[config.mk]
export PLATFORM = sky130hd
export DESIGN_NAME = dm_store_buffer_flat
export DESIGN_NICKNAME = d
export VERILOG_FILES = /design/src/rtl/dm_store_buffer_if.sv /design/src/rtl/dm_store_buffer.sv /design/src/flat_wrapper.sv
export SDC_FILE = /design/constraint.sdc
export NUM_CORES = 1
export LEC_CHECK = 0
export CAP_MARGIN = 0
export CORE_UTILIZATION = 55
export CTS_CLUSTER_DIAMETER = 30
export DETAILED_ROUTE_END_ITERATION = 6
export GPL_ROUTABILITY_DRIVEN = 0
export PLACE_DENSITY = 0.81
export SLEW_MARGIN = 20
export SYNTH_ARGS = -nofsm -noshare
export SYNTH_HDL_FRONTEND = slang
export SYNTH_SLANG_ARGS = --single-unit
export TNS_END_PERCENT = 50
[constraint.sdc]
create_clock -name clk -period 3.69 [get_ports clk]
set_clock_uncertainty 0.15 [all_clocks]
set_input_delay 1.107 -clock clk [delete_from_list [all_inputs] [get_ports clk]]
set_output_delay 1.107 -clock clk [all_outputs]
set_load 0.02 [all_outputs]
[src/rtl/dm_store_buffer_if.sv]
// Bus bundle for the data-memory store buffer: request side, memory drain port and load-hazard query.
// The master modport is the pipeline/memory side that drives the buffer, and the slave modport is the buffer itself.
interface dm_store_buffer_if #(
  parameter int DATA_W = 32,
  parameter int ADDR_W = 32,
  parameter int DEPTH  = 4
);
  localparam int LANES = DATA_W / 8;
  localparam int CW    = $clog2(DEPTH) + 1;

  logic              req_valid;
  logic              req_ready;
  logic [1:0]        req_op;
  logic [ADDR_W-1:0] req_addr;
  logic [31:0]       req_wdata;
  logic              st_ades;
  logic              mem_valid;
  logic              mem_ready;
  logic [ADDR_W-1:0] mem_addr;
  logic [DATA_W-1:0] mem_wdata;
  logic [LANES-1:0]  mem_byteen;
  logic [ADDR_W-1:0] ld_addr;
  logic              ld_hit;
  logic [CW-1:0]     count;

  modport master (
    output req_valid, req_op, req_addr, req_wdata, mem_ready, ld_addr,
    input  req_ready, st_ades, mem_valid, mem_addr, mem_wdata, mem_byteen, ld_hit, count
  );

  modport slave (
    input  req_valid, req_op, req_addr, req_wdata, mem_ready, ld_addr,
    output req_ready, st_ades, mem_valid, mem_addr, mem_wdata, mem_byteen, ld_hit, count
  );
endinterface

[src/rtl/dm_store_buffer.sv]
// Store path for the data-memory stage: sb/sh/sw decode, alignment check, and an in-order store FIFO
// draining to memory, with a same-word hazard flag for the load path.
module dm_store_buffer #(
  parameter int DATA_W = 32,
  parameter int ADDR_W = 32,
  parameter int DEPTH  = 4
) (
  input  logic                 clk,
  input  logic                 reset,
  dm_store_buffer_if.slave     bus
);
  localparam int LANES = DATA_W / 8;
  localparam int LB    = $clog2(LANES);
  localparam int PW    = $clog2(DEPTH);
  localparam int CW    = PW + 1;

  localparam logic [1:0] OP_NONE = 2'd0;
  localparam logic [1:0] OP_SB   = 2'd1;
  localparam logic [1:0] OP_SH   = 2'd2;
  localparam logic [1:0] OP_SW   = 2'd3;

  function automatic logic misaligned(input logic [1:0] op, input logic [1:0] lo);
    case (op)
      OP_SH:   return lo[0];
      OP_SW:   return lo != 2'b00;
      default: return 1'b0;
    endcase
  endfunction

  function automatic logic [LANES-1:0] enc_be(input logic [1:0] op, input logic [LB-1:0] off);
    case (op)
      OP_SB:   return LANES'(1) << off;
      OP_SH:   return LANES'(3) << off;
      OP_SW:   return LANES'(15) << off;
      default: return '0;
    endcase
  endfunction

  function automatic logic [DATA_W-1:0] enc_data(input logic [1:0] op, input logic [31:0] w);
    case (op)
      OP_SB:   return {LANES{w[7:0]}};
      OP_SH:   return {(LANES/2){w[15:0]}};
      default: return {(LANES/4){w}};
    endcase
  endfunction

  // ---- p0: request decode and encode ----
  logic              misal_p0;
  logic              push_p0;
  logic [LANES-1:0]  be_p0;
  logic [DATA_W-1:0] data_p0;
  logic [ADDR_W-1:0] word_p0;

  assign misal_p0 = misaligned(bus.req_op, bus.req_addr[1:0]);
  assign be_p0    = enc_be(bus.req_op, bus.req_addr[LB-1:0]);
  assign data_p0  = enc_data(bus.req_op, bus.req_wdata);
  assign word_p0  = {bus.req_addr[ADDR_W-1:LB], {LB{1'b0}}};

  // ---- p1: queued entries ----
  logic [ADDR_W-1:0] addr_p1 [DEPTH];
  logic [DATA_W-1:0] data_p1 [DEPTH];
  logic [LANES-1:0]  be_p1   [DEPTH];
  logic [DEPTH-1:0]  vld_p1;
  logic [PW-1:0]     wr_ptr;
  logic [PW-1:0]     rd_ptr;
  logic [CW-1:0]     cnt;
  logic              full;
  logic              empty;
  logic              pop;

  assign full  = (cnt == CW'(DEPTH));
  assign empty = (cnt == '0);

  // Full refuses a push even when the head drains in the same cycle, keeping the ready path pop-independent.
  assign push_p0 = bus.req_valid && !full && (bus.req_op != OP_NONE) && !misal_p0;
  assign pop     = !empty && bus.mem_ready;

  assign bus.req_ready = !full;
  assign bus.st_ades   = bus.req_valid && misal_p0;

  always_ff @(posedge clk) begin
    if (reset) begin
      wr_ptr <= '0;
      rd_ptr <= '0;
      cnt    <= '0;
      vld_p1 <= '0;
    end else begin
      if (push_p0) begin
        wr_ptr         <= wr_ptr + PW'(1);
        vld_p1[wr_ptr] <= 1'b1;
      end
      if (pop) begin
        rd_ptr         <= rd_ptr + PW'(1);
        vld_p1[rd_ptr] <= 1'b0;
      end
      case ({push_p0, pop})
        2'b10:   cnt <= cnt + CW'(1);
        2'b01:   cnt <= cnt - CW'(1);
        default: cnt <= cnt;
      endcase
    end
  end

  // Payload needs no reset: it is only visible through valid bits and the empty gating below.
  always_ff @(posedge clk) begin
    if (push_p0) begin
      addr_p1[wr_ptr] <= word_p0;
      data_p1[wr_ptr] <= data_p0;
      be_p1[wr_ptr]   <= be_p0;
    end
  end

  assign bus.mem_valid  = !empty;
  assign bus.mem_addr   = empty ? '0 : addr_p1[rd_ptr];
  assign bus.mem_wdata  = empty ? '0 : data_p1[rd_ptr];
  assign bus.mem_byteen = empty ? '0 : be_p1[rd_ptr];
  assign bus.count      = cnt;

  // A store pushed this cycle is not yet in vld_p1, so it only becomes visible to loads next cycle.
  always_comb begin
    bus.ld_hit = 1'b0;
    for (int i = 0; i < DEPTH; i++) begin
      if (vld_p1[i] && ((addr_p1[i] >> LB) == (bus.ld_addr >> LB)))
        bus.ld_hit = 1'b1;
    end
  end
endmodule
[src/flat_wrapper.sv]
// flat-port wrapper written by rule: the top's interface ports become plain ports
module dm_store_buffer_flat 
#(
  parameter int DATA_W = 32,
  parameter int ADDR_W = 32,
  parameter int DEPTH  = 4
)
  (clk, reset, bus_req_valid, bus_req_op, bus_req_addr, bus_req_wdata, bus_mem_ready, bus_ld_addr, bus_req_ready, bus_st_ades, bus_mem_valid, bus_mem_addr, bus_mem_wdata, bus_mem_byteen, bus_ld_hit, bus_count);
  dm_store_buffer_if #(.DATA_W(DATA_W), .ADDR_W(ADDR_W), .DEPTH(DEPTH)) bus_i ();
  input  logic clk;
  input  logic reset;
  input wire logic [$bits(bus_i.req_valid)-1:0] bus_req_valid;
  input wire logic [$bits(bus_i.req_op)-1:0] bus_req_op;
  input wire logic [$bits(bus_i.req_addr)-1:0] bus_req_addr;
  input wire logic [$bits(bus_i.req_wdata)-1:0] bus_req_wdata;
  input wire logic [$bits(bus_i.mem_ready)-1:0] bus_mem_ready;
  input wire logic [$bits(bus_i.ld_addr)-1:0] bus_ld_addr;
  output wire logic [$bits(bus_i.req_ready)-1:0] bus_req_ready;
  output wire logic [$bits(bus_i.st_ades)-1:0] bus_st_ades;
  output wire logic [$bits(bus_i.mem_valid)-1:0] bus_mem_valid;
  output wire logic [$bits(bus_i.mem_addr)-1:0] bus_mem_addr;
  output wire logic [$bits(bus_i.mem_wdata)-1:0] bus_mem_wdata;
  output wire logic [$bits(bus_i.mem_byteen)-1:0] bus_mem_byteen;
  output wire logic [$bits(bus_i.ld_hit)-1:0] bus_ld_hit;
  output wire logic [$bits(bus_i.count)-1:0] bus_count;
  assign bus_i.req_valid = bus_req_valid;
  assign bus_i.req_op = bus_req_op;
  assign bus_i.req_addr = bus_req_addr;
  assign bus_i.req_wdata = bus_req_wdata;
  assign bus_i.mem_ready = bus_mem_ready;
  assign bus_i.ld_addr = bus_ld_addr;
  assign bus_req_ready = bus_i.req_ready;
  assign bus_st_ades = bus_i.st_ades;
  assign bus_mem_valid = bus_i.mem_valid;
  assign bus_mem_addr = bus_i.mem_addr;
  assign bus_mem_wdata = bus_i.mem_wdata;
  assign bus_mem_byteen = bus_i.mem_byteen;
  assign bus_ld_hit = bus_i.ld_hit;
  assign bus_count = bus_i.count;
  dm_store_buffer #(.DATA_W(DATA_W), .ADDR_W(ADDR_W), .DEPTH(DEPTH)) u_core (.clk(clk), .reset(reset), .bus(bus_i));
endmodule
# Word-level counts from Yosys, hierarchy flattened
# Memories as Yosys holds them, arrays and structs flattened. A register that Yosys moved wholly into a read port is not among the register bits.
# Index checks and enable logic that the tools add are counted.
[totals]
register_bits = 11
romBits = 0
input_bits = 102
latchBits = 0
memories = 3
word_cells = 75
mem_bits_rw = 264
out_inout_bits = 75
[classes]
addsub = 4
n_eq_ne = 10
magnitude_cmp = 4
div_mod_pow = 0
n_reduce_logical = 18
mux = 26
shifts = 3
n_mul = 0
n_bitwise = 3
[memory_table]
columns = ["memory", "depth", "width", "rd", "rd_ports_with_merged_regs", "wr", "line", "rtl"]
rows = [
  ["u_core.data_p1", 4, 32, 1, 1, 1, "dm_store_buffer.sv:61", "logic [DATA_W-1:0] data_p1 [DEPTH];"],
  ["u_core.addr_p1", 4, 30, 5, 1, 1, "dm_store_buffer.sv:60", "logic [ADDR_W-1:0] addr_p1 [DEPTH];"],
  ["u_core.be_p1", 4, 4, 1, 1, 1, "dm_store_buffer.sv:62", "logic [LANES-1:0] be_p1 [DEPTH];"],
]
[ops]
columns = ["op", "count"]
rows = [
  ["$eq A30 B30 Y1", 4],
  ["$mux W32", 2],
  ["$pmux W32 S2", 1],
  ["$mux W4", 4],
  ["$mux W2", 6],
  ["$pmux W4 S3", 1],
  ["$logic_and A1 B1 Y1", 11],
  ["$mux W1", 8],
  ["$eq A2 B2 Y1 const B", 3],
  ["$lt A2 B3 Y1 const B", 2],
  ["$pmux W3 S2", 1],
  ["$reduce_bool A2 Y1", 3],
  ["$add A2 B1 Y2 const B", 2],
  ["$and A4 B4 Y4", 1],
  ["$demux W1 S2", 2],
  ["$eq A2 B1 Y1 const B", 2],
  ["$ge A2 B1 Y1 const B", 2],
  ["$not A4 Y4", 1],
  ["$or A4 B4 Y4", 1],
  ["$shl A1 B2 Y4 const A", 1],
  ["$shl A2 B2 Y4 const A", 1],
  ["$shl A4 B2 Y4 const A", 1],
  ["$add A3 B1 Y3 const B", 1],
  ["$eq A3 B3 Y1 const B", 1],
  ["other kinds (4)", 6],
]

# Logic depth before layout (Yosys ltp)
[depth]
word_depth = 9
mapped_depth = 13
ltp_nobuf = 12

# Worst setup path after synthesis
# OpenSTA, ideal clock, no wires.
[synth_timing]
path_kind = "in2reg"
start = "in bus_req_op[0]"
end = "mem u_core.addr_p1[0][0] in the netlist's numbering (enable)"
setup_time_ns = 0.395
stages = 7
setup_slack_ns = 0.266
arrival_ns = 2.878
t_required_ns = 3.145
path_buffers = 1
cell_sequence = "inv_1 ha_1 nor2_1 nor2_1 nor4bb_1 clkbuf_2 and2_2"
[synth_via]
elab_chain_cells = 6
elab_cells_between_ends = 9
classes_between = "eq/ne (2); mux (3); reduce/logical (4)"
[synth_lines]
columns = ["element", "line", "rtl"]
rows = [
  ["start, declared", "flat_wrapper.sv:13", "input wire logic [$bits(bus_i.req_op)-1:0] bus_req_op;"],
  ["$eq A2 B2 Y1", "dm_store_buffer.sv:23", "case (op)"],
  ["$pmux W1 S2", "dm_store_buffer.sv:23", ""],
  ["$logic_not A1 Y1", "dm_store_buffer.sv:75", "assign push_p0 = bus.req_valid && !full && (bus.req_op != OP_NONE) && !misal_p0;"],
  ["$logic_and A1 B1 Y1 (*)", "dm_store_buffer.sv:75", ""],
  ["$mux W1 (*)", "dm_store_buffer.sv:106", "if (push_p0) begin"],
  ["$mux W1 (not written as such) (*)", "dm_store_buffer.sv:107", "addr_p1[wr_ptr] <= word_p0;"],
  ["end, declared", "dm_store_buffer.sv:60", ""],
]
# Every way passes the cells marked *; elsewhere a longest branch is shown, timed or not.

# Final worst setup path
[layout_timing]
start = "in bus_ld_addr[20]"
end = "out bus_ld_hit"
[layout_via]
elab_chain_cells = 6
elab_cells_between_ends = 12
classes_between = "eq/ne (4); mux (4); reduce/logical (4)"
[layout_lines]
columns = ["element", "line", "rtl"]
rows = [
  ["start, declared", "flat_wrapper.sv:17", "input wire logic [$bits(bus_i.ld_addr)-1:0] bus_ld_addr;"],
  ["$eq A30 B30 Y1", "dm_store_buffer.sv:123", "if (vld_p1[i] && ((addr_p1[i] >> LB) == (bus.ld_addr >> LB)))"],
  ["$logic_and A1 B1 Y1", "dm_store_buffer.sv:123", ""],
  ["$mux W1 (3 in a row)", "dm_store_buffer.sv:123", ""],
  ["$mux W1 (*)", "dm_store_buffer.sv:123", ""],
  ["end, declared", "flat_wrapper.sv:24", "output wire logic [$bits(bus_i.ld_hit)-1:0] bus_ld_hit;"],
]
# Marks and branches as above.

==> reports/qor.yml <==
placed_design:
  port_buffers: 172
  hpwl_mm: 20.01
drt:
  routedWlPerCell_um: 24.11
  drt_first_pass_iters: 7
  viasPerCell: 5.943
  drt_iter0_drc: 628
  routed_wirelength_mm: 31.37
  drc: 15
  ant_nets: 0
  via_count: 7732
clocking:
  cts-buffers-inserted: 44
  tritoncts: "yes"
  clk_path_buf_depth: 3
  cts-root-buf: "clkbuf_16"
  clock_sink_count: 277
  cts_max_level: 2
  clk_latency_ns: 0.52
  cts.clk_slew.worst_paths_ns: 0.06
grt:
  grt_util_met2_pct: 48.08
  grt.busiest_layer: "met2"
  grt-ovfl-total: 0
  grt_max_degree: 37
  antenna_found_initial: 2
  grt.total_usage_pct: 27.33
  grt.met1_usage_pct: 32.16
  grt_pass1_wl_mm: 47.28
  grt_use_met3_pct: 6.712
  first_global_vias: 8095
finish:
  drive_gt1_share_pct: 28.11
  nFillCells: 1284
  diodes: 0
  syn_to_final_growth_pct: 33.89
  multi_input_area_mm2: 0.004327
  nNetsFinal: 1106
  register_area_mm2: 0.008193
setup_path:
  startpoint: "bus_ld_addr[20]"
  regToRegStartpoint: "u_core.bus.count[2]"
  path_buf_inv: 2
  crit_required_ns: 2.43
  reg2reg_setup_slack_ns: 1.06
  arrival_ns: 2.50
  crit_path_end_kind: "output port"
  path_class: "in2out"
  cpPeakStageDelay_ns: 0.29
  cp_top_family: "simple AND/OR/NAND/NOR gates"
  worst_path_most_repeated_cell: "nand4_1"
  cp_max_fo: 4
  cp_slowest_cell: "clkdlybuf4s15_1"
  crit_path_start_kind: "primary input"
  path_cells: "clkdlybuf4s15_1 > xnor2_2 > nand4_1 > nor4_2 > nand4_1 > nand4_1 > buf_6"
timing:
  timing.final.crit_period_ns: 3.757
  worst_slack_ns: -0.06660
  hold_viol_final: 0
  rsz0062_at_grt: "true"
  maxSlewViolCount: 0
  min_period_over_period_pct: 101.8
  setup_viol: 1
  max_freq_mhz: 266.2
  hold_slack_ns: 0.3334
  worst_pin_slew_ns: 0.5291
  slew_headroom_pct: 64.51
synthesis:
  ys_seq_elements: 277
  async_reset_ff_share_pct: 0
  synth_area_per_cell_um2: 16.59
  ys_warn_count: 0
  synth_top_area_share_pct: 63.47
  synthCells: 753
  synthDistinctLibCells: 36
  synth.most_common_cell: "edfxtp_1"
  ys_seq_area_share_pct: 65.56
  yosys-top-cells-area: "edfxtp_1 63%, mux4_2 12%, xnor2_1 5.5%"
  synth_flop_cell: "edfxtp_1"
  synth_area_leader_cell: "edfxtp_1"
  synth_edf_count: 264
  synth_area_mm2: 0.01249
  synthTopCellsByCount: "264 x edfxtp_1, 78 x xnor2_1, 68 x and2_1, 66 x mux4_2, 46 x xor2_1"
flow_run:
  maxCapViolations: 0
power_and_ir_drop:
  power_w: 0.01163
  p_leak_nw: 6.053
  power_density_mw_per_mm2: 695.6
  ir_drop_uv: 548.5
min_path:
  hold_start: "u_core.vld_p1[1]"
  hold_path_class: "reg2reg"
floorplanning:
  die_x_um: 152.7
  start_util_pct: 56.70
  die_y_um: 152.7
  num_io_pins: 177
  rows: 54
  core_area_mm2: 0.02203
  die-area_mm2: 0.02331
status:
  violations: "design-rule violations, negative setup slack"
  status: "complete, but fails checks"
## worst paths after layout
check,to,cells past startpoint
min,u_core.vld_p1[1],1
min reg2reg,u_core.vld_p1[1],1
max reg2reg,u_core.bus.count[2],9
max,bus_ld_hit,7
## power breakdown
part           switching, W  internal (W)
logic               0.00192       0.00173
registers          0.000120       0.00368
clock network       0.00150       0.00269
## cell type report
type                    instances  share of cell area [%]
multi-input cells             409                   25.87
clock buffers                  46                   6.756
well taps                     280                   2.095
repair buffers                239                   13.55
clock inverters                32                   2.327
inverters                      18                  0.4040
flip-flops and latches        277                   48.99
## state kept, by name, summed over array words and instances (netlist names), named ones only
| name | flops |
|---|---|
| u_core.wr_ptr | 2 |
| u_core.rd_ptr | 2 |
| u_core.data_p1 | 128 |
| u_core.addr_p1 | 120 |
| u_core.be_p1 | 16 |
| u_core.vld_p1 | 4 |
| u_core.bus.count | 3 |
## layer usage
metal | wire [um] | vias up
met4 | 1059 | 4
met2 | 16470 | 430
met5 | 23 | -
li1 | - | 3357
met1 | 11080 | 3862
met3 | 2741 | 79
## through the flow
stage	instances	setup TNS [ns]	util (%)	area (um^2)	setup WS [ns]
2_1_floorplan	754	0	-	12490	0.2663
3_3_place_gp	1216	-42.25	67.74	14920	-0.8877
3_5_place_dp	1216	-45.25	67.74	14920	-0.8964
4_1_cts	1301	-0.1192	75.73	16680	-0.1192
5_1_grt	1301	-0.1350	75.92	16720	-0.1325
6_report	1301	-0.06660	75.92	16720	-0.06660
## cells in the final DEF (no fill, tap or decap), types with 22 or more instances in the layout
cell / Yosys / final
xnor2_2: 0 / 25
xor2_1: 46 / 46
clkbuf_2: 1 / 23
xnor2_1: 78 / 49
buf_4: 2 / 42
dlygate4sd2_1: 0 / 67
clkdlybuf4s50_1: 0 / 73
mux4_2: 66 / 66
edfxtp_1: 264 / 264
and2_1: 68 / 68
clkbuf_16: 0 / 45
nor2_1: 24 / 22
nand4_1: 25 / 25
## logic make-up after synthesis
| group | count (synthesis) | synth area share, % |
|---|---|---|
| DFF | 277 | 65.56 |
| and+or+nand+nor | 154 | 7.163 |
| xor gates and xnor gates | 124 | 8.696 |
| buffers and inverters | 68 | 2.544 |
| muxes | 67 | 11.98 |
| AOI/OAI and AO/OA | 47 | 2.464 |
| adders and majority gates | 15 | 1.563 |
| other | 1 | 0.03003 |
## timing repair
| action | in CTS | in global routing |
|---|---|---|
| hold buffers | 0 | 0 |
| hold endpoints to repair | 0 | 0 |
| pin swaps | 17 | 32 |
| gates cloned | 2 | 0 |
| endpoints found under the setup margin | 61 | 4 |
| setup buffers | 6 | 0 |
| gates resized for setup | 149 | 75 |
(Power assumes the default switching activity.)
